==> config.mk <==
export PLATFORM = sky130hd
export DESIGN_NAME = mac3_window_stream
export DESIGN_NICKNAME = d
export VERILOG_FILES = /design/src/rtl/mac3_window_stream.sv
export SDC_FILE = /design/constraint.sdc
export NUM_CORES = 1
export LEC_CHECK = 0
export ABC_AREA = 1
export BUFFER_PORTS_ARGS = -buffer_cell sky130_fd_sc_hd__buf_2
export CELL_PAD_IN_SITES_DETAIL_PLACEMENT = 2
export CELL_PAD_IN_SITES_GLOBAL_PLACEMENT = 2
export CORE_ASPECT_RATIO = 1.25
export CORE_MARGIN = 4
export CORE_UTILIZATION = 42
export DETAILED_ROUTE_END_ITERATION = 8
export PLACE_DENSITY = 0.95
export SYNTH_ARGS = -nofsm -noshare
export SYNTH_HDL_FRONTEND = slang
export SYNTH_SLANG_ARGS = --single-unit
==> constraint.sdc <==
create_clock -name clk -period 11.68 [get_ports clk]
set_clock_uncertainty 0.15 [all_clocks]
set_input_delay 1.168 -clock clk [delete_from_list [all_inputs] [get_ports clk]]
set_output_delay 1.168 -clock clk [all_outputs]
set_load 0.01 [all_outputs]
==> src/rtl/mac3_window_stream.sv <==
// Streaming a*b+c over a three-sample window with run qualification and output backpressure.
// Optional saturation of the result to OUT_W bits is enabled by defining MAC_SAT_EN.
module mac3_window_stream #(
  parameter int WIDTH = 32,
  parameter int OUT_W = 32,
  parameter int RUN   = 3
) (
  input  logic             clk,
  input  logic             rst,
  input  logic             validi,
  input  logic [WIDTH-1:0] data_in,
  output logic             ready_o,
  output logic             valido,
  output logic [OUT_W-1:0] data_out,
  input  logic             ready_i,
  output logic             ovf
);

  localparam int SW = 2*WIDTH + 1;
  localparam int CW = $clog2(RUN + 1);
  localparam logic [CW-1:0] RUN_MAX = CW'(RUN);
  localparam logic [CW-1:0] RUN_PRE = CW'(RUN - 1);

  logic [WIDTH-1:0] h1;
  logic [WIDTH-1:0] h2;
  logic [CW-1:0]    run_cnt;
  logic             stall;
  logic             accept;
  logic             bubble;
  logic             produce;
  logic [SW-1:0]    op_a;
  logic [SW-1:0]    op_b;
  logic [SW-1:0]    op_c;
  logic [OUT_W-1:0] result;
  logic             result_ovf;

  assign stall   = valido && !ready_i;
  assign ready_o = !stall;
  assign accept  = validi && ready_o;
  assign bubble  = !validi && ready_o;
  // run_cnt+1 >= RUN rewritten so the compare cannot wrap at the counter width
  assign produce = accept && (run_cnt >= RUN_PRE);

  assign op_a = SW'(h2);
  assign op_b = SW'(h1);
  assign op_c = SW'(data_in);

`ifdef MAC_SAT_EN
  logic [SW-1:0] sum_full;

  assign sum_full = op_a * op_b + op_c;

  always_comb begin
    result     = sum_full[OUT_W-1:0];
    result_ovf = 1'b0;
    if ((sum_full >> OUT_W) != '0) begin
      result     = {OUT_W{1'b1}};
      result_ovf = 1'b1;
    end
  end
`else
  assign result     = OUT_W'(op_a * op_b + op_c);
  assign result_ovf = 1'b0;
`endif

  always_ff @(posedge clk) begin
    if (rst) begin
      h1      <= '0;
      h2      <= '0;
      run_cnt <= '0;
    end else if (accept) begin
      h2 <= h1;
      h1 <= data_in;
      if (run_cnt != RUN_MAX) begin
        run_cnt <= run_cnt + 1'b1;
      end
    end else if (bubble) begin
      run_cnt <= '0;
    end
  end

`ifdef MAC_SAT_EN
  logic ovf_q;

  always_ff @(posedge clk) begin
    if (rst) begin
      ovf_q <= 1'b0;
    end else if (produce) begin
      ovf_q <= result_ovf;
    end
  end

  assign ovf = ovf_q;
`else
  assign ovf = result_ovf;
`endif

  // A producing accept refills the output even when the old result is consumed this cycle.
  always_ff @(posedge clk) begin
    if (rst) begin
      valido   <= 1'b0;
      data_out <= '0;
    end else if (produce) begin
      valido   <= 1'b1;
      data_out <= result;
    end else if (valido && ready_i) begin
      valido <= 1'b0;
    end
  end

endmodule

==> metrics.cfg <==
[run_status]
status=complete, but fails checks
violations=max-capacitance violations, max-slew violations

[critical_path]
max_stage_delay_ns=0.72
end_kind=flip-flop
crit_cells=28
startpoint_type=flip-flop
cp_slowest_cell=dfxtp_1
path_class=reg2reg
cp_common_cell=fa_1
cp.arrival_ns=8.87
r2r.worst_path.cells=28
cp.required_ns=11.90
r2r_setup_slack_ns=3.04
r2r_start=h1[0]$_SDFFE_PP0P_
crit_start=h1[0]$_SDFFE_PP0P_
path_buf_inv=8
cp_top_family=adder cells
crit_end=data_out[27]$_SDFFE_PP0P_
cp_max_fo=22
r2r-end=data_out[27]$_SDFFE_PP0P_

[routing]
vias=20626
drt_wl_total_um=113800
drc=0
via_per_inst=5.865
first_pass_iters=5
postRouteAntennaNets=0
wl_per_cell_um=32.37
drt-initial-drc-count=1911

[finish]
layout-drive-gt1-share=0.05107
design_area_um2=22590
utilization=0.4480
synthToLayoutAreaGrowth_pct=5.542
diodes=0
n_fill_cell=5868
fin_nets=3454

[clock_network]
clock_path_buffers=2
cts_resized=0
h-tree-depth=3
cts_tree=built
cts_setup_buffers=0
clk_pin_slew_ns=0.12
postCtsHoldBufs=0
cts_buffers=9
clkSinkCount=99
clkLatencyLatePin_ns=0.43
cts_root_buf=clkbuf_16

[global_route]
grt_pass1_vias=25034
gr-total-overflow=0
grt_usage=0.4146
grt_start_max_net_pins=90
grt_pass1_wl_um=166800
antenna_found_initial=2

[die]
coreArea_um2=50420
fp-row-count=92
pin_count=71
initial_core_util=0.4245
die_w_um=209.9
dieArea_um2=54660
die_h_um=260.4

[flow_run]
max_cap_violations=1

[synthesis]
syn_inst=2878
mappedNetlistArea_um2=21400
async_flop_share=0
synth_enable_flop_cells=0
synth.most_common_cell=inv_1
avgSynthCellArea_um2=7.436
seq_area_frac_synth=0.09260
synth_cell_types=44
synth_seq_cells=99
synth_common_cells=898 x inv_1, 723 x nand2_1, 438 x fa_1, 126 x ha_1, 120 x nor2_1
synth_area_leaders=fa_1 41%, inv_1 16%, nand2_1 13%
syn_nets=3478
synth_top_area_share=0.4097
ys_warn_count=0
ys.flop_type=dfxtp_1
yosys.area.top_type=fa_1

[placement]
placement.io_buffers=69
dp_slack_ns=3.643
hpwl_um=77120
dpl-instance-area_um2=22290
gp_congestion=0.8626

[pwr]
ir_drop_mv=0.1106
p_per_area_nw_per_um2=170.8
finalPower_w=0.003859
power_leakage_nw=13.67

[timing]
finalCritPeriodShare=0.7401
fin_crit_ns=8.644
finalSetupViolCount=0
hold_viol_final=0
tightestPinTransition_ns=1.565
final.setup.tns_ns=0
layout_setup_ws_ns=3.036
max_freq_ghz=0.1157
rsz0062_at_grt=false
maxSlewHeadroom=-0.04449
maxSlewViolCount=21

[hold_path]
hold_path_class=reg2reg

## area by class of cell
| cell class | count | area, µm² | share of cell area |
|---|---|---|---|
| timing repair buffer | 108 | 638.1 | 0.02825 |
| clock buffer | 9 | 225.2 | 0.009971 |
| multi-input combinational | 1733 | 15450 | 0.6842 |
| inverter | 903 | 3390 | 0.1501 |
| clock inverter | 7 | 75.07 | 0.003324 |
| sequential | 99 | 1982 | 0.08774 |
| tap | 658 | 823.3 | 0.03645 |
## cells in the final DEF, fill, tap and decap left out, drive strengths merged
master	count
dfxtp	99
o21a	6
a21boi	2
a21oi	68
or2	6
clkinvlp	1
xor2	14
fa	438
clkbuf	9
nand4	10
nand2	727
a31o	1
clkinv	8
nor3	1
nor4	3
o21ai	98
inv	901
nand3	60
a21o	4
o2111a	1
a31oi	3
o21bai	11
o211ai	8
conb	1
nand3b	8
a211oi	1
xnor2	14
ha	126
o221ai	2
buf	108
nor2	120
## flip-flops by register name, summed over array words and instances (netlist names)
name and flops:
valido 1, h2 32, h1 32, data_out 32, run_cnt 2
## layer usage
| metal | GRT usage | part of all wire | up-vias |
|---|---|---|---|
| met2 | 0.6996 | 0.48 | 1430 |
| li1 | - | - | 8006 |
| met5 | 0 | 0.000061 | - |
| met1 | 0.4655 | 0.35 | 10543 |
| met3 | 0.09138 | 0.083 | 645 |
| met4 | 0.2908 | 0.085 | 2 |
## stage by stage
| stage | std cells | hold slack [ns] |
|---|---|---|
| 6_report | 3517 | 0.3567 |
| 5_1_grt | 3517 | 0.3841 |
| 4_1_cts | 3517 | 0.3512 |
| 3_5_place_dp | 3501 | 0.3414 |
| 3_3_place_gp | 3501 | 0.3001 |
| 2_1_floorplan | 2878 | 0.3065 |
## cell families (layout without fill, tap and decap cells)
group	after synthesis	count (layout)	synth area share
xor gates and xnor gates	28	28	0.01146
other	1	1	0.0001752
DFF	99	99	0.09260
AOI/OAI and AO/OA	205	205	0.05460
adders and majority gates	564	564	0.4834
and+or+nand+nor	935	935	0.1722
buffers and inverters	1046	1027	0.1856
## worst min path at each step
stage	slack, ns	cells past startpoint	start	end
after floorplan	0.31	2	run_cnt[0]$_SDFFE_PP0P_	run_cnt[0]$_SDFFE_PP0P_
after global placement	0.30	2	data_out[3]$_SDFFE_PP0P_	data_out[3]$_SDFFE_PP0P_
after detailed placement	0.34	2	data_out[3]$_SDFFE_PP0P_	data_out[3]$_SDFFE_PP0P_
after CTS	0.35	2	data_out[3]$_SDFFE_PP0P_	data_out[3]$_SDFFE_PP0P_
after global routing	0.38	2	data_out[3]$_SDFFE_PP0P_	data_out[3]$_SDFFE_PP0P_
final	0.36	2	data_out[3]$_SDFFE_PP0P_	data_out[3]$_SDFFE_PP0P_
## report_power, final
group	internal, W	switching, W	total, W
logic	0.000995	0.00208	0.00307
registers	0.000363	0.0000600	0.000423
clock network	0.000152	0.000212	0.000364
total	0.00151	0.00235	0.00386
## worst register-to-register path: cells and delay by family (launching register included)
| kind | cells | cell delay, ns |
|---|---|---|
| compound gates | 3 | 0.40 |
| fa+ha+maj | 9 | 4.83 |
| buf+inv | 8 | 1.20 |
| flops | 1 | 0.72 |
| simple gates | 8 | 1.31 |
Note: power is estimated with default switching activity, not from simulation.
